`src/rtl/flag_gen.sv`:
```
// Two-stage branch-compare flag generator: S1 subtracts the low halves, S2 finishes
// the upper half with the S1 borrow and registers Zero/Negative/Overflow/Carry.
module flag_gen #(
  parameter int XLEN = 32
) (
  input  logic            clk,
  input  logic            rst,
  input  logic            in_valid,
  output logic            in_ready,
  input  logic [XLEN-1:0] rs1,
  input  logic [XLEN-1:0] rs2,
  input  logic [2:0]      funct3_in,
  input  logic            flush,
  output logic            out_valid,
  input  logic            out_ready,
  output logic            Zero,
  output logic            Negative,
  output logic            Overflow,
  output logic            Carry,
  output logic [2:0]      funct3_out
);

  localparam int H = XLEN / 2;

  logic         r_s1_valid;
  logic [H-1:0] r_s1_dlo;
  logic         r_s1_blo;
  logic         r_s1_zlo;
  logic [H-1:0] r_s1_ahi;
  logic [H-1:0] r_s1_bhi;
  logic [2:0]   r_s1_f3;

  logic         r_s2_valid;
  logic         r_zero;
  logic         r_neg;
  logic         r_ovf;
  logic         r_carry;
  logic [2:0]   r_f3;

  logic [H:0]   w_lo_diff;
  logic [H:0]   w_hi_diff;
  logic         w_s2_xfer;
  logic         w_s2_load;
  logic         w_accept;
  logic         w_zero;

  // Extra top bit of each difference is the borrow-out; the upper half consumes the low borrow.
  assign w_lo_diff = {1'b0, rs1[H-1:0]} - {1'b0, rs2[H-1:0]};
  assign w_hi_diff = {1'b0, r_s1_ahi} - {1'b0, r_s1_bhi} - {{H{1'b0}}, r_s1_blo};
  assign w_zero    = r_s1_zlo & (w_hi_diff[H-1:0] == {H{1'b0}});

  assign w_s2_xfer = r_s2_valid & out_ready;
  assign w_s2_load = r_s1_valid & (~r_s2_valid | w_s2_xfer);
  assign in_ready  = ~r_s1_valid | w_s2_load;
  assign w_accept  = in_valid & in_ready;

  // Stage 1: capture the low-half result and the operands' upper halves.
  always_ff @(posedge clk or posedge rst) begin
    if (rst) begin
      r_s1_valid <= 1'b0;
      r_s1_dlo   <= {H{1'b0}};
      r_s1_blo   <= 1'b0;
      r_s1_zlo   <= 1'b0;
      r_s1_ahi   <= {H{1'b0}};
      r_s1_bhi   <= {H{1'b0}};
      r_s1_f3    <= 3'b000;
    end else if (flush) begin
      r_s1_valid <= 1'b0;
    end else if (w_accept) begin
      r_s1_valid <= 1'b1;
      r_s1_dlo   <= w_lo_diff[H-1:0];
      r_s1_blo   <= w_lo_diff[H];
      r_s1_zlo   <= (rs1[H-1:0] == rs2[H-1:0]);
      r_s1_ahi   <= rs1[XLEN-1:H];
      r_s1_bhi   <= rs2[XLEN-1:H];
      r_s1_f3    <= funct3_in;
    end else if (w_s2_load) begin
      r_s1_valid <= 1'b0;
    end
  end

  // Stage 2: finish the upper half and register the flags the consumer sees.
  always_ff @(posedge clk or posedge rst) begin
    if (rst) begin
      r_s2_valid <= 1'b0;
      r_zero     <= 1'b0;
      r_neg      <= 1'b0;
      r_ovf      <= 1'b0;
      r_carry    <= 1'b0;
      r_f3       <= 3'b000;
    end else if (flush) begin
      r_s2_valid <= 1'b0;
    end else if (w_s2_load) begin
      r_s2_valid <= 1'b1;
      r_zero     <= w_zero;
      r_neg      <= w_hi_diff[H-1];
      r_ovf      <= (r_s1_ahi[H-1] != r_s1_bhi[H-1]) & (w_hi_diff[H-1] != r_s1_ahi[H-1]);
      r_carry    <= w_hi_diff[H];
      r_f3       <= r_s1_f3;
    end else if (w_s2_xfer) begin
      r_s2_valid <= 1'b0;
    end
  end

  assign out_valid  = r_s2_valid;
  assign Zero       = r_zero;
  assign Negative   = r_neg;
  assign Overflow   = r_ovf;
  assign Carry      = r_carry;
  assign funct3_out = r_f3;

endmodule
```
`config.mk`:
```
export PLATFORM = sky130hd
export DESIGN_NAME = flag_gen
export DESIGN_NICKNAME = d
export VERILOG_FILES = /design/src/rtl/flag_gen.sv
export SDC_FILE = /design/constraint.sdc
export NUM_CORES = 1
export LEC_CHECK = 0
export ABC_AREA = 0
export BUFFER_PORTS_ARGS = -buffer_cell sky130_fd_sc_hd__buf_2
export CAP_MARGIN = 20
export CORE_MARGIN = 8
export CORE_UTILIZATION = 50
export DETAILED_ROUTE_END_ITERATION = 16
export PLACE_DENSITY = 0.75
export SYNTH_ARGS = -nofsm -noshare
export SYNTH_HDL_FRONTEND = slang
export SYNTH_SLANG_ARGS = --single-unit
```
`constraint.sdc`:
```
create_clock -name clk -period 4.4 [get_ports clk]
set_clock_uncertainty 0.2 [all_clocks]
set_input_delay 0.88 -clock clk [delete_from_list [all_inputs] [get_ports clk]]
set_output_delay 0.88 -clock clk [all_outputs]
set_load 0.01 [all_outputs]
```
==> qor.txt <==
Hold WS: 285 ps
total core area: 0.00672 mm2
largest net degree at the start of global routing: 47
layout net count: 567
kind of critical path: reg -> reg
final antenna-violating net count: 0
Sink Count: 46
pre-CTS WS: 1050 ps
Slew headroom: 33.1%
hold wc startpoint: funct3_out[0]
Psw: 666 uW
Layout area overhead: 17.3%
reg2reg end: Overflow
Reg2Reg Launch Point: r_s1_ahi[6]
Tcrit/Tclk final: 77.5%
vias in the first global route: 2,993
die area: 0.00977 mm2
drt wl/cell: 13.7 um
MaxCap Viol Count: 0
Hold Buf Count CTS: 0
Yosys cell types: 47
Clock power frac: 18.2%
Final Hold Viols: 0
dpl cell area: 0.00391 mm2
DRC: 0
antenna violations before repair: 0
postcts setup bufs: 0
status: complete, no violations
Routability Congestion: 0.870
final worst-path setup slack: 988 ps
sequential cell area: 0.00115 mm2
Initial DRT Pass Iterations: 4
I/O pin total: 81
count of pins over their slew limit: 0
htree depth: 2
ANT cells: 0
TritonCTS clock tree: built
number of DRC markers in iteration 0: 91
Pint: 1.06 mW
Ys Warns: 0
Final TNS setup: 0 ps
FFs w/ async S/R, synth: 100%
CP Data Required Time: 4410 ps
Die Width: 98.9 um
unrepaired setup endpoints after global routing: false
layout cells sized above 1: 28.8%
die height: 98.9 um
post-synth top area cell: dfrtp_1
Worst IR Drop VDD: 166 uV
synthesized area: 0.00343 mm2
Filler Cell Count: 598
post-synthesis cell count: 370
switching part of the total: 38.6%
crit path max fanout: 6
std cell rows: 30
CTS Buf Count: 5
nature of the critical path endpoint: register
Starting Density: 51.1%
Via Count: 2,820
DRT Wirelength: 7250 um
Least-Margin Pin Slew: 1000 ps
power density over the cells: 429 mW/mm2
Worst Hold End: funct3_out[0]
hold crit path type: reg -> reg
Hold Path Depth: 2
r2r setup slk: 990 ps
Final Core Density: 59.9%
CTS Root Cell: clkbuf_8
Worst Path Arrival: 3420 ps
part of the power in registers: 30.9%
Comb power frac: 50.9%
final setup fails: 0
detailed placement HPWL: 5960 um
Final Critical Period: 3410 ps
Via density: 5.34
syn_area_per_cell: 9.28 um2
worst skew pair latency: 300 ps
ys flop type: dfrtp_1
P_leak: 2.12 nW
Critical Path Start Type: register
post-CTS resize count: 0
first-pass GRT wire length: 12,600 um
GRT Total Usage: 15.3%
clock buffer depth: 2
final instance area: 0.00403 mm2
Fmax: 0.293 GHz
syn_nets: 490
post-synth top area share: 33.5%
Port-buffer cells: 80
area of the multi-input gates: 0.00199 mm2
grt total ovfl: 0
Synth area leaders: dfrtp_1 34%, ha_1 17%, mux2_2 11%, inv_1 7.3%, nand2_1 3.2%
Clk pin slew, worst setup/hold paths: 90 ps
cell count of the worst reg-to-reg path: 12
Synth Register Bits: 46
Seq/Total Area, Yosys: 33.5%
Post-synth EDFFs: 0
==> power by group through the flow <==
stage               logic [mW]  registers [mW]  clock network, mW
floorplan                0.665           0.542                  0
global placement         0.865           0.538                  0
detailed placement       0.875           0.543                  0
CTS                      0.881           0.534              0.328
global route              1.00           0.542              0.342
finish                   0.879           0.533              0.315
==> worst max-delay path, cell delays in order, from the launching register on <==
cell	delay, ps
dfrtp_1	350
inv_1	50
ha_1	260
inv_1	30
ha_1	370
a211o_1	340
or2_1	250
o311a_1	300
o2111a_1	250
o2111a_1	230
a311o_1	360
xnor2_1	140
o31ai_1	190
==> worst max-delay path by stage <==
| stage | from | end | slack, ps | cells after the start |
|---|---|---|---|---|
| 2_1_floorplan | r_s1_bhi[6] | Overflow | 1200 | 11 |
| 3_3_place_gp | r_s1_bhi[6] | Overflow | 1100 | 11 |
| 3_5_place_dp | r_s1_ahi[6] | Overflow | 1050 | 12 |
| 4_1_cts | r_s1_ahi[6] | Overflow | 1000 | 12 |
| 5_1_grt | r_s1_ahi[6] | Overflow | 810 | 12 |
| 6_report | r_s1_ahi[6] | Overflow | 990 | 12 |
==> per-stage QoR <==
step           total power, mW  cells
6_report                  1.73    528
3_3_place_gp              1.40    520
5_1_grt                   1.89    528
2_1_floorplan             1.21    370
3_5_place_dp              1.42    520
4_1_cts                   1.74    528
==> routing by layer <==
metal  vias up  GRT usage (%)  share of wire, %
li1       1418              -                 -
met1      1312           17.2                42
met2        83           26.7                48
met3         7           5.00               7.9
met4         0           4.96               1.2
met5         -              0                 0
==> cells in the final DEF, fill, tap and decap left out, types with 2 or more instances in the layout <==
cell        synthesis  routed
nand3b_1            2       2
ha_1               46      46
a211oi_1            2       2
a21o_1              2       2
o31ai_1             2       2
fa_1                2       2
clkinvlp_4          0       2
a2111oi_0           5       5
xor2_1              4       4
inv_1              67      66
and3_1              2       2
buf_2               0      80
o21ai_0            15      15
or2_2               2       2
nor2b_1             4       4
nand3_1             3       3
a211o_1             2       2
dfrtp_1            46      46
o2111ai_1           4       4
o2111a_1            2       2
nor4b_1             2       2
xnor2_1             4       4
nand2b_1            6       6
a21oi_1            20      20
nand4_1             5       5
o21a_1              4       4
mux2i_1             4       4
clkbuf_8            0       5
nand2_1            29      29
mux2_2             35      35
nor2_1             21      21
==> cell usage after synthesis (all sizes together), types with 2 or more instances <==
| cell | n |
|---|---|
| a2111oi | 5 |
| a211o | 2 |
| a211oi | 2 |
| a21o | 2 |
| a21oi | 20 |
| and3 | 2 |
| clkbuf | 10 |
| dfrtp | 46 |
| fa | 2 |
| ha | 46 |
| inv | 67 |
| mux2 | 35 |
| mux2i | 4 |
| nand2 | 29 |
| nand2b | 6 |
| nand3 | 3 |
| nand3b | 2 |
| nand4 | 5 |
| nor2 | 21 |
| nor2b | 4 |
| nor4b | 2 |
| o2111a | 2 |
| o2111ai | 4 |
| o21a | 4 |
| o21ai | 15 |
| o31ai | 2 |
| or2 | 3 |
| xnor2 | 4 |
| xor2 | 4 |
==> kinds of logic after synthesis <==
group                    count (synthesis)  share of synthesized area (%)
flip-flops                              46                           33.5
AO/OA/AOI/OAI                           68                           13.3
buffers and inverters                   78                           8.53
multiplexers                            39                           12.6
AND/OR/NAND/NOR                         83                           12.0
adder cells (fa/ha/maj)                 48                           17.9
XOR/XNOR                                 8                           2.04
==> sequential cells by signal (all words and copies together), names as in the netlist, 3 cells and up <==
register and cells:
r_s1_f3 3, r_s1_bhi 16, funct3_out 3, r_s1_ahi 16
==> layout make-up <==
cell class / instances / share of cell area [%]
well taps: 80 / 2.49
multi-input cells: 246 / 49.4
repair buffers: 81 / 10.4
clock inverters: 3 / 1.12
inverters: 67 / 6.25
flip-flops and latches: 46 / 28.6
clock buffers: 5 / 1.71
Note: power is estimated with default switching activity, not from simulation.
